File: config.mk
export PLATFORM = sky130hd
export DESIGN_NAME = fifo_lvl
export DESIGN_NICKNAME = d
export VERILOG_FILES = /design/src/rtl/fifo_lvl.sv
export SDC_FILE = /design/constraint.sdc
export NUM_CORES = 1
export LEC_CHECK = 0
export CAP_MARGIN = 20
export CORE_ASPECT_RATIO = 0.9
export CORE_MARGIN = 2
export CORE_UTILIZATION = 57
export DETAILED_ROUTE_END_ITERATION = 10
export DONT_BUFFER_PORTS = 1
export GPL_TIMING_DRIVEN = 0
export HOLD_SLACK_MARGIN = 0.02
export PLACE_DENSITY = 0.83
export SYNTH_ARGS = -nofsm -noshare
export SYNTH_HDL_FRONTEND = slang
export SYNTH_SLANG_ARGS = --single-unit
File: constraint.sdc
create_clock -name clk -period 3.7 [get_ports clk]
set_input_delay 0.37 -clock clk [delete_from_list [all_inputs] [get_ports clk]]
set_output_delay 0.37 -clock clk [all_outputs]
set_load 0.01 [all_outputs]
File: src/rtl/fifo_lvl.sv
// Single-clock show-ahead FIFO, any depth >= 2, with occupancy level and programmable almost flags.
// Define FIFO_LVL_ERR_EN to build the sticky overflow/underflow error registers.
module fifo_lvl #(
    parameter int unsigned Width = 32,
    parameter int unsigned Depth = 8,
    parameter int unsigned LvlW  = $clog2(Depth + 1)
) (
    input  logic             clk,
    input  logic             reset,
    input  logic [Width-1:0] data_in,
    input  logic             push,
    input  logic             pop,
    output logic [Width-1:0] data_out,
    output logic             full,
    output logic             empty,
    output logic             almost_full,
    output logic             almost_empty,
    input  logic [LvlW-1:0]  af_thresh,
    input  logic [LvlW-1:0]  ae_thresh,
    output logic [LvlW-1:0]  level,
    output logic             overflow,
    output logic             underflow,
    input  logic             clr_err
);

    localparam int unsigned PtrW    = $clog2(Depth);
    localparam logic [PtrW-1:0] PtrLast = PtrW'(Depth - 1);
    localparam logic [LvlW-1:0] LvlFull = LvlW'(Depth);

    logic [Width-1:0] mem [Depth];
    logic [PtrW-1:0]  w_ptr;
    logic [PtrW-1:0]  r_ptr;
    logic             push_acc;
    logic             pop_acc;

    // Requests are accepted only against the registered level, so full/empty
    // block write-through and bypass.
    always_comb begin
        push_acc = push & ~full;
        pop_acc  = pop & ~empty;
    end

    // Pointers and level; pointers wrap by explicit compare for arbitrary depth.
    always_ff @(posedge clk) begin
        if (reset) begin
            w_ptr <= '0;
            r_ptr <= '0;
            level <= '0;
        end else begin
            if (push_acc) begin
                w_ptr <= (w_ptr == PtrLast) ? '0 : w_ptr + PtrW'(1);
            end
            if (pop_acc) begin
                r_ptr <= (r_ptr == PtrLast) ? '0 : r_ptr + PtrW'(1);
            end
            case ({push_acc, pop_acc})
                2'b10:   level <= level + LvlW'(1);
                2'b01:   level <= level - LvlW'(1);
                default: level <= level;
            endcase
        end
    end

    // Storage is deliberately not reset.
    always_ff @(posedge clk) begin
        if (push_acc && !reset) begin
            mem[w_ptr] <= data_in;
        end
    end

    always_comb begin
        full         = (level == LvlFull);
        empty        = (level == '0);
        almost_full  = (level >= af_thresh);
        almost_empty = (level <= ae_thresh);
        data_out     = empty ? '0 : mem[r_ptr];
    end

`ifdef FIFO_LVL_ERR_EN
    // Sticky error flags; a new error event wins over a same-cycle clear.
    always_ff @(posedge clk) begin
        if (reset) begin
            overflow  <= 1'b0;
            underflow <= 1'b0;
        end else begin
            if (push && full) begin
                overflow <= 1'b1;
            end else if (clr_err) begin
                overflow <= 1'b0;
            end
            if (pop && empty) begin
                underflow <= 1'b1;
            end else if (clr_err) begin
                underflow <= 1'b0;
            end
        end
    end
`else
    logic unused_clr_err;
    assign unused_clr_err = clr_err;
    assign overflow       = 1'b0;
    assign underflow      = 1'b0;
`endif

endmodule

# [Word level (Yosys, flattened, before mapping)]
# Memory sizes are Yosys's and may differ from the RTL's. A register that Yosys moved wholly into a read port is not among the register bits.
# Cells that the tools add are included.
# W data, S select, Z words.
[totals] ff_bits=10 mem_bits_ro=0 latchBits=0 mem_count=1 in_bits=45 output_inout_bits=42 mem_bits_rw=256
[memory_table] memory="mem" depth=8 width=32 rd=1 rd_clocked_by_memory_dff=1 wr=1 line="30" rtl="logic [Width-1:0] mem [Depth];"
[op_classes] bitwise=4 reduce_logical=4 div_mod_pow=0 n_addsub=4 mux=8 n_eq_ne=5 n_mul=0 shifts=0 magnitude_cmp=2
[op_table] operator="$mux W32" n=1
[op_table] operator="$mux W3" n=4
[op_table] operator="$pmux W4 S2" n=1
[op_table] operator="$add A3 B1 Y3 const B" n=2
[op_table] operator="$eq A3 B3 Y1 const B" n=2
[op_table] operator="$add A4 B1 Y4 const B" n=1
[op_table] operator="$eq A4 B4 Y1 const B" n=1
[op_table] operator="$ge A4 B4 Y1" n=1
[op_table] operator="$le A4 B4 Y1" n=1
[op_table] operator="$logic_not A4 Y1" n=1
[op_table] operator="$sub A4 B1 Y4 const B" n=1
[op_table] operator="$and A1 B1 Y1" n=2
[op_table] operator="$eq A2 B1 Y1 const B" n=1
[op_table] operator="$eq A2 B2 Y1 const B" n=1
[op_table] operator="$mux W1" n=2
[op_table] operator="$not A1 Y1" n=2
[op_table] operator="$reduce_bool A2 Y1" n=1
[op_table] operator="$logic_and A1 B1 Y1" n=1
[op_table] operator="$logic_not A1 Y1" n=1

# [Depth between registers and ports, before layout]
[logic_depth] ltp_word=6 mapped_depth=10

# [Worst setup path after synthesis]
# OpenSTA, ideal clock, no wires.
[synth_path] kind="register to register" startpoint="register level[1]" endpoint="memory mem[0][0] (enable)" arrival_time_ns=3.489 required_time_ns=3.239 stages_incl_launch_ff=6 path_slack_ns=-0.250 synth_period_minus_slack_ns=3.950 path_cell_list="dfxtp_1 > nor4b_2 > nand2b_1 > buf_6 > or3_4 > nor3_1"
[synth_between] elab_chain_cells=6
[synth_lines] item="start: declaration" line="20" rtl="output logic [LvlW-1:0] level,"
[synth_lines] item="start signal: assignment" line="57" rtl="2'b10: level <= level + LvlW'(1);"
[synth_lines] item="start signal: assignment" line="58" rtl="2'b01: level <= level - LvlW'(1);"
[synth_lines] item="start signal: assignment" line="59" rtl="default: level <= level;"
[synth_lines] item="$eq A4 B4 Y1" line="72" rtl="full = (level == LvlFull);"
[synth_lines] item="via full" line="14" rtl="output logic full,"
[synth_lines] item="$not A1 Y1" line="39" rtl="push_acc = push & ~full;"
[synth_lines] item="$and A1 B1 Y1" line="39"
[synth_lines] item="$logic_and A1 B1 Y1" line="66" rtl="if (push_acc && !reset) begin"
[synth_lines] item="$mux W1" line="66"
[synth_lines] item="$mux W1 (implied by the code)" line="67" rtl="mem[w_ptr] <= data_in;"
[synth_lines] item="end: declaration" line="30"
# The timed path passes the listed nets, and every way through them passes these cells.

# [Worst setup path after layout]
[layout_path] startpoint="register level[2]" endpoint="register level[3]"
[layout_between] elab_chain_cells=5 elab_cells_between_ends=12
[layout_lines] item="$eq A4 B4 Y1 / $logic_not A4 Y1 (equally long branches)" line="72, 73"
[layout_lines] item="$not A1 Y1, on equally long branches" line="39, 40"
[layout_lines] item="$and A1 B1 Y1, on equally long branches" line="39, 40"
[layout_lines] item="$eq A2 B1 Y1 / $eq A2 B2 Y1 (equally long branches)" line="56" rtl="case ({push_acc, pop_acc})"
[layout_lines] item="$pmux W4 S2 / $reduce_bool A2 Y1 (equally long branches)"
# Several ways; a longest one is shown, not always the timed one.
# A chain may end at the register's enable or synchronous reset.

==> flow_metrics.py <==
metrics = {
    "worst_setup_path": {
        "critical_path_arrival_ps": 3510,
        "startpoint": "level[2]",
        "ff2ff_path_depth": 9,
        "crit_path_max_incr_delay_ps": 580,
        "critical_path.reg2reg.startpoint": "level[2]",
        "criticalPathCategory": "reg2reg",
        "crit_slowest_cell": "nor4_4",
        "timing.rr.end": "level[3]",
        "crit_top_cell": "a21oi_1",
        "worstSetupEndpointType": "flop",
        "setup.reg_to_reg.worst_slack_ps": 620,
        "critical_path.cell_chain": "nor4_4, nand2b_1, inv_1, ha_1, ha_1, a21oi_1, a21oi_1, or4_1, a21oi_1",
        "cp-start-kind": "flop",
        "critical_path_required_ps": 4130,
        "critPathMaxFanout": 7,
        "timing.critical_path.to": "level[3]",
    },
    "global_routing": {
        "antenna_violations_before_repair": 1,
        "overflow": 0,
        "via_count_of_the_first_global_routing_pass": 5478,
        "grt_start_max_net_pins": 26,
        "track_usage_pct": 21.9,
        "grt_first_pass_wirelength_um": 32000,
    },
    "cts": {
        "cts_tree": "yes",
        "postCtsSetupBuffers": 0,
        "numCtsBuffers": 26,
        "h-tree-depth": 1,
        "clkSlewWorstSetupHoldPaths_ps": 60,
        "clock_sinks": 269,
        "clock_tree_root_buffer_cell": "clkbuf_16",
        "clock_insertion_delay_worst_skew_ps": 530,
        "clk_path_buf_depth": 3,
    },
    "layout": {
        "footprint_of_the_multi_input_gates_um2": 2520,
        "finalInstanceArea_um2": 12300,
        "filler_cell_count": 1132,
        "syn_to_final_growth_pct": 16.1,
        "most-common-layout-cells": "256 x edfxtp_1, 64 x mux4_2, 41 x nor2_1",
        "layoutNonFillerInstCount": 842,
        "layout.cells.most_common": "edfxtp_1",
        "share_of_final_layout_standard_cells_stronger_than_drive_strength_1_pct": 22.7,
        "finish.net_count": 637,
        "storage_cell_area_um2": 7950,
    },
    "hold_path": {
        "timing.hold.worst.class": "in2reg",
    },
    "synth": {
        "post_synth_inst_count": 505,
        "synth_seq_area_share_pct": 75.2,
        "ys_types": 35,
        "ys_seq_elements": 269,
        "yosysWarnings": 0,
        "syn_area_um2": 10600,
        "synth_area_per_cell_um2": 20.9,
    },
    "sta": {
        "fin_crit_ps": 3080,
        "slew_headroom_pct": 38.0,
        "slew_violations": 0,
        "tns_ps": 0,
        "worst_clock_skew_ps": 13.6,
        "rsz0062_at_grt": "false",
        "hold_violations": 0,
        "max_clock_freq_ghz": 0.325,
        "post-route-period-util_pct": 83.1,
        "worstMarginPinSlew_ps": 930,
        "report.final.setup_viol": 0,
        "finalHoldWorstSlack_ps": 205,
    },
    "route": {
        "drc": 0,
        "initialDrtViolationCount": 378,
        "routed_wl_um": 20700,
        "drtAntennaViolNets": 0,
        "detail_route.wl_per_cell_um": 24.6,
        "first_pass_iters": 5,
        "detailroute.via_count": 5046,
        "post_drt_via_cell_ratio": 5.99,
    },
    "run_status": {
        "outcome": "complete, no violations",
    },
    "die": {
        "floorplan.core_area_um2": 18300,
        "chipHeight_um": 133,
        "die_area_um2": 19700,
        "initial_utilization_pct": 57.8,
        "ioPinCount": 87,
        "core.rowCount": 47,
        "die-width_um": 148,
    },
    "placement": {
        "place.detailed.instances": 761,
        "place.gp.congestion": 0.700,
        "numPortBuffers": 0,
        "detailed_place.area_um2": 11200,
        "dpl.hpwl_um": 12400,
    },
    "power": {
        "peakVddDrop_v": 0.000825,
        "p_total_mw": 7.68,
        "power_per_cell_area_nw_per_um2": 626,
        "leakage_nw": 3.90,
    },
    "job": {
        "cap_violations": 0,
    },
}
where the power goes:
group / total, mW / switching (mW) / internal [mW]
clock: 2.40 / 1.07 / 1.33
sequential: 3.52 / 0.0887 / 3.43
combinational: 1.76 / 1.03 / 0.734
area by class of cell:
cell class | instances | share of cell area (%)
clock inverters | 16 | 0.744
inverters | 10 | 0.306
flip-flops and latches | 269 | 64.8
repair buffers | 42 | 4.40
plain buffers | 25 | 1.09
clock buffers | 32 | 5.65
diodes | 1 | 0.0204
multi-input cells | 202 | 20.5
well taps | 245 | 2.50
per-layer routing:
layer / global-route usage [%] / part of all wire [%]
met5: 0 / 0
met4: 5.07 / 1.9
met3: 4.35 / 6.3
met2: 38.6 / 53
met1: 28.5 / 39
critical path: cells and delay by family (launching register included):
family / cells / cell delay, ps
AOI/OAI and AO/OA: 3 / 540
buffers and inverters: 1 / 80
adders and majority gates: 2 / 560
and+or+nand+nor: 3 / 1370
DFF: 1 / 440
synthesized netlist by cell type:
library cell	instances	area [um2]
edfxtp_1	256	7690
mux4_2	64	1440
nor2_1	47	176
mux2i_1	36	360
ha_1	15	188
dfxtp_1	13	260
inv_1	10	37.5
buf_1	9	33.8
buf_4	8	60.1
a21oi_1	7	35.0
clkbuf_1	5	18.8
nand2b_1	5	31.3
a21o_1	3	22.5
nand2_1	3	11.3
o21a_1	2	15.0
or3_1	2	12.5
xor2_1	2	17.5
and3_1	1	6.26
buf_2	1	5.00
buf_6	1	11.3
clkbuf_2	1	5.00
conb_1	1	3.75
fa_1	1	20.0
nand3_1	1	5.00
nand4_1	1	6.26
nor2b_1	1	6.26
nor3_1	1	5.00
nor3_2	1	10.0
nor4_4	1	21.3
nor4b_2	1	15.0
o21ai_0	1	5.00
o31ai_1	1	7.51
or3_4	1	11.3
or3b_4	1	11.3
or4_1	1	7.51
sequential cells by signal, indices dropped and copies added, names as in the netlist, named ones only:
name   count
mem      256
level      4
r_ptr      3
w_ptr      3
how the worst min path moves through the flow:
stage                           start          to  slack [ps]  cells after the start
after global placement    data_in[26]  mem[2][26]         470                      0
after detailed placement  data_in[25]  mem[3][25]         470                      0
final                            push    w_ptr[0]         200                      4
after floorplan              r_ptr[0]        flop         460                      2
after global routing             push    w_ptr[0]         210                      4
after CTS                        push    w_ptr[0]         190                      4
per-stage QoR:
stage          setup WS (ps)  util (%)
6_report                 625      67.1
2_1_floorplan            570         -
3_5_place_dp             690      61.0
5_1_grt                  422      67.1
3_3_place_gp            -882      59.5
4_1_cts                  658      67.1
what timing repair did:
item | in CTS | in global routing
endpoints found under the hold margin | 256 | 0
hold buffers | 32 | 0
resized for setup | 0 | 0
cells by family (layout without fill, tap and decap cells):
| group | after synthesis | in the layout | synth area share, % |
|---|---|---|---|
| XOR/XNOR | 2 | 2 | 0.166 |
| multiplexers | 100 | 100 | 17.0 |
| buffers and inverters | 35 | 125 | 1.62 |
| AO/OA/AOI/OAI | 14 | 14 | 0.805 |
| adder cells (fa/ha/maj) | 16 | 16 | 1.96 |
| AND/OR/NAND/NOR | 68 | 68 | 3.18 |
| flip-flops | 269 | 269 | 75.2 |
| other | 1 | 3 | 0.0355 |
(Power assumes the default switching activity.)
